## src/rtl/input_debounce_bank.sv

```systemverilog
// Input conditioner: per-channel synchroniser, tick-gated debounce, edge pulses,
// sticky event flags with software clear, and a masked registered interrupt.
module input_debounce_bank #(
  parameter int unsigned     N_CH           = 21,
  parameter int unsigned     SYNC_STAGES    = 2,
  parameter int unsigned     DEBOUNCE_TICKS = 4,
  parameter logic [N_CH-1:0] RESET_VAL      = '0
) (
  input  logic            clk,
  input  logic            rst,
  input  logic            i_tick,
  input  logic [N_CH-1:0] i_raw,
  input  logic [N_CH-1:0] i_rise_en,
  input  logic [N_CH-1:0] i_fall_en,
  input  logic [N_CH-1:0] i_clr,
  input  logic [N_CH-1:0] i_mask,
  output logic [N_CH-1:0] o_state,
  output logic [N_CH-1:0] o_rise,
  output logic [N_CH-1:0] o_fall,
  output logic [N_CH-1:0] o_event,
  output logic            o_irq
);

  localparam int unsigned     CNT_W    = (DEBOUNCE_TICKS > 1) ? $clog2(DEBOUNCE_TICKS) : 1;
  localparam logic [CNT_W-1:0] CNT_LAST = CNT_W'(DEBOUNCE_TICKS - 1);

  logic [N_CH-1:0]  sync [SYNC_STAGES];
  logic [N_CH-1:0]  s;
  logic [CNT_W-1:0] cnt      [N_CH];
  logic [CNT_W-1:0] cnt_next [N_CH];
  logic [N_CH-1:0]  state_next;
  logic [N_CH-1:0]  rise_next;
  logic [N_CH-1:0]  fall_next;
  logic [N_CH-1:0]  event_next;

  assign s = sync[SYNC_STAGES-1];

  // Debounce decision: any sample equal to the stable level discards progress.
  always_comb begin
    state_next = o_state;
    rise_next  = '0;
    fall_next  = '0;
    for (int unsigned c = 0; c < N_CH; c++) begin
      cnt_next[c] = cnt[c];
      if (s[c] == o_state[c]) begin
        cnt_next[c] = '0;
      end else if (i_tick) begin
        if (cnt[c] == CNT_LAST) begin
          cnt_next[c]   = '0;
          state_next[c] = s[c];
          rise_next[c]  = s[c];
          fall_next[c]  = ~s[c];
        end else begin
          cnt_next[c] = cnt[c] + CNT_W'(1);
        end
      end
    end
    // A new edge overrides a same-cycle clear so no event is lost.
    event_next = (o_event & ~i_clr) | (rise_next & i_rise_en) | (fall_next & i_fall_en);
  end

  always_ff @(posedge clk) begin
    if (rst) begin
      sync    <= '{default: RESET_VAL};
      cnt     <= '{default: '0};
      o_state <= RESET_VAL;
      o_rise  <= '0;
      o_fall  <= '0;
      o_event <= '0;
      o_irq   <= 1'b0;
    end else begin
      sync[0] <= i_raw;
      for (int unsigned k = 1; k < SYNC_STAGES; k++) begin
        sync[k] <= sync[k-1];
      end
      cnt     <= cnt_next;
      o_state <= state_next;
      o_rise  <= rise_next;
      o_fall  <= fall_next;
      o_event <= event_next;
      o_irq   <= |(o_event & i_mask);
    end
  end

endmodule

```

## config.mk

```make
export PLATFORM = sky130hd
export DESIGN_NAME = input_debounce_bank
export DESIGN_NICKNAME = d
export VERILOG_FILES = /design/src/rtl/input_debounce_bank.sv
export SDC_FILE = /design/constraint.sdc
export NUM_CORES = 1
export LEC_CHECK = 0
export BUFFER_PORTS_ARGS = -buffer_cell sky130_fd_sc_hd__buf_2
export CAP_MARGIN = 20
export CORE_ASPECT_RATIO = 1.2
export CORE_MARGIN = 10
export CORE_UTILIZATION = 50
export CTS_CLUSTER_SIZE = 20
export DETAILED_ROUTE_END_ITERATION = 10
export PLACE_DENSITY_LB_ADDON = 0.1
export SYNTH_ARGS = -nofsm -noshare
export SYNTH_HDL_FRONTEND = slang
export SYNTH_SLANG_ARGS = --single-unit
```

## constraint.sdc

```tcl
create_clock -name clk -period 2.1 [get_ports clk]
set_input_delay 0.42 -clock clk [delete_from_list [all_inputs] [get_ports clk]]
set_output_delay 0.42 -clock clk [all_outputs]
set_load 0.05 [all_outputs]
```

==> flow_summary.yaml <==
status:
  status: "complete, no violations"
clock_tree:
  h-tree-depth: 4
  clockRootBuffer: "clkbuf_16"
  cts_buffers: 17
  clock-sinks: 169
  ctsResizeCount: 0
  cts_buffer_depth: 2
  clk_pin_slew_ps: 60
  clkLatencyLatePin_ps: 430
  cts_hold_buf: 0
  post_cts_buffers: 0
  cts_tree: "built"
worst_setup_path:
  worst_setup_path_end_kind: "output port"
  critPathLaunchType: "flop"
  critPathKind: "reg -> out"
  path_cells: "buf_2"
  cp_max_fo: 3
  cp.arrival_ps: 1180
  path_delay_family: "flip-flops"
  ff2ff_setup_slack_ps: 520
  required_ps: 1680
  worst_path_max_delay_cell: "dfxtp_1"
  cpPeakStageDelay_ps: 440
  crit_buf_inv: 1
yosys:
  synth-xor-area-share_pct: 0
  muxShareOfSynthArea_pct: 3.26
  seq_area_frac_synth_pct: 52.5
  synth_top_family_by_area: "simple AND/OR/NAND/NOR gates"
  syn_inst: 714
  yosysWarnings: 0
  synthesis.area_sq_um: 6450
  syn_avg_cell_area_sq_um: 9.03
  async_reset_ff_share_pct: 0
  synth-seq-cells: 169
  synth_ff_type: "dfxtp_1"
  yosysUniqueCellTypes: 27
  synth-simple-area-share_pct: 26.1
  post_synth_fa_ha_maj_area_fraction_pct: 4.08
  synth_compound_area_share_pct: 10.5
  synth_edf_count: 0
  syn-num-nets: 843
sta:
  tns_ps: 0
  finalHoldViolations: 0
  grt_setup_unrepaired: "no"
  fmax_mhz: 625
  slew_headroom_pct: 65.3
  finClkSkew_ps: 10.1
  drv_slew: 0
  finalCriticalPeriod_ps: 1600
  worst_pin_slew_ps: 520
  whs_ps: 201
  setup_viol: 0
  period_share_pct: 76.2
die:
  core_area_sq_um: 12700
  start_util_pct: 50.9
  io_pins: 193
  dieHeight_um: 144
  die_w_um: 124
  row_count: 45
  die_area_sq_um: 17900
grt:
  grt_usage_pct: 18.3
  antenna_found_initial: 1
  grt_overflow: 0
  grt_pass1_vias: 5324
  grt_max_degree: 108
  grt_first_pass_wirelength_mm: 25.7
layout:
  drive_gt1_share_pct: 24.7
  antenna_cells: 0
  syn2layout_area_growth_pct: 25.9
  final_net_count: 1033
  fill_cells: 1089
pwr:
  power_uw: 6700
  p_leak_uw: 0.00355
  p_per_area_nw_per_um2: 825
  peakVddDrop_uv: 509
hold_path:
  hp-class: "in -> reg"
routing:
  first_pass_iters: 6
  drc: 0
  route.vias.total: 5477
  wirelength_mm: 16.5
  wl_per_cell_um: 15.3
  viasPerCell: 5.07
  final_antenna_net_count: 0
  drtIter0Drc: 336
placement:
  dpl.hpwl_mm: 12.2
  portBuffers: 192
  gp_congestion: 0.783
flow_run:
  maxCapViolations: 0
## placed cells by master, fill, tap and decap left out, drive strengths merged
cell      instances
clkinv            5
a31oi             1
a21oi            82
a222oi            1
a21o             20
nor3             22
nor2b            42
bufinv            3
a22o              1
ha               21
dfxtp           169
clkinvlp          1
a22oi             7
buf             196
a32oi             1
mux2i            21
clkbuf           22
nand2            65
a221oi            1
o22ai             1
nand3            22
inv              24
nor2            104
a211oi            2
nand2b           42
nand3b           40
## where the power goes
| group | switching (uW) | internal, uW | total (uW) |
|---|---|---|---|
| registers | 27.3 | 3250 | 3280 |
| clock network | 1190 | 1920 | 3110 |
| logic | 156 | 154 | 310 |
## Yosys cell counts (2+ instances only)
library cell / number / area (sq um)
nand3_1: 22 / 110
nor2b_1: 42 / 263
a22oi_1: 7 / 52.6
nand2_1: 65 / 244
buf_4: 2 / 15.0
dfxtp_1: 169 / 3380
a211oi_1: 2 / 15.0
buf_2: 13 / 65.1
nand3b_1: 40 / 300
a21oi_1: 82 / 410
a21o_1: 20 / 150
ha_1: 21 / 263
clkbuf_1: 7 / 26.3
nand2b_1: 42 / 263
nor2_1: 103 / 387
inv_1: 23 / 86.3
nor3_1: 22 / 110
buf_6: 3 / 33.8
mux2i_1: 21 / 210
## per-layer routing
layer	vias up	track usage [%]	share of wire, %
met3	18	5.89	7.9
met1	2518	21.1	41
met4	2	6.88	1.5
met2	160	30.8	50
met5	-	0	0.079
li1	2779	-	-
## through the flow
step,instance area [sq um],utilization [%],instances,setup slack (ps)
final,8120,64.1,1080,500
after global routing,8120,64.1,1080,442
after CTS,8120,64.1,1080,483
after detailed placement,7530,59.4,1049,361
after global placement,7530,59.4,1049,339
after floorplan,6450,-,714,780
## cell type report
cell class	count	area, sq um	share of cell area (%)
Inverter	24	90.1	1.11
Sequential cell	169	3380	41.7
Clock inverter	9	123	1.51
Tap cell	164	205	2.53
Timing Repair Buffer	196	1020	12.5
Clock buffer	22	464	5.72
Multi-Input combinational cell	496	2830	34.9
## flip-flops by register name (all words and copies together) (netlist names)
name,count
o_irq,1
s,21
o_rise,21
o_event,21
sync,21
o_state,21
cnt,42
o_fall,21
## kinds of logic after synthesis
group           Yosys count
simple gates            337
flops                   169
compound gates          117
buf+inv                  49
mux                      21
fa+ha+maj                21
## worst paths after layout
path | end | from | cells past startpoint
max | o_event[4] | o_event[4] | 1
min | sync[21] | i_raw[0] | 2
max reg2reg | o_irq | o_event[1] | 4
min reg2reg | s[11] | sync[32] | 1
No activity file was read; power rests on OpenSTA's default activity.
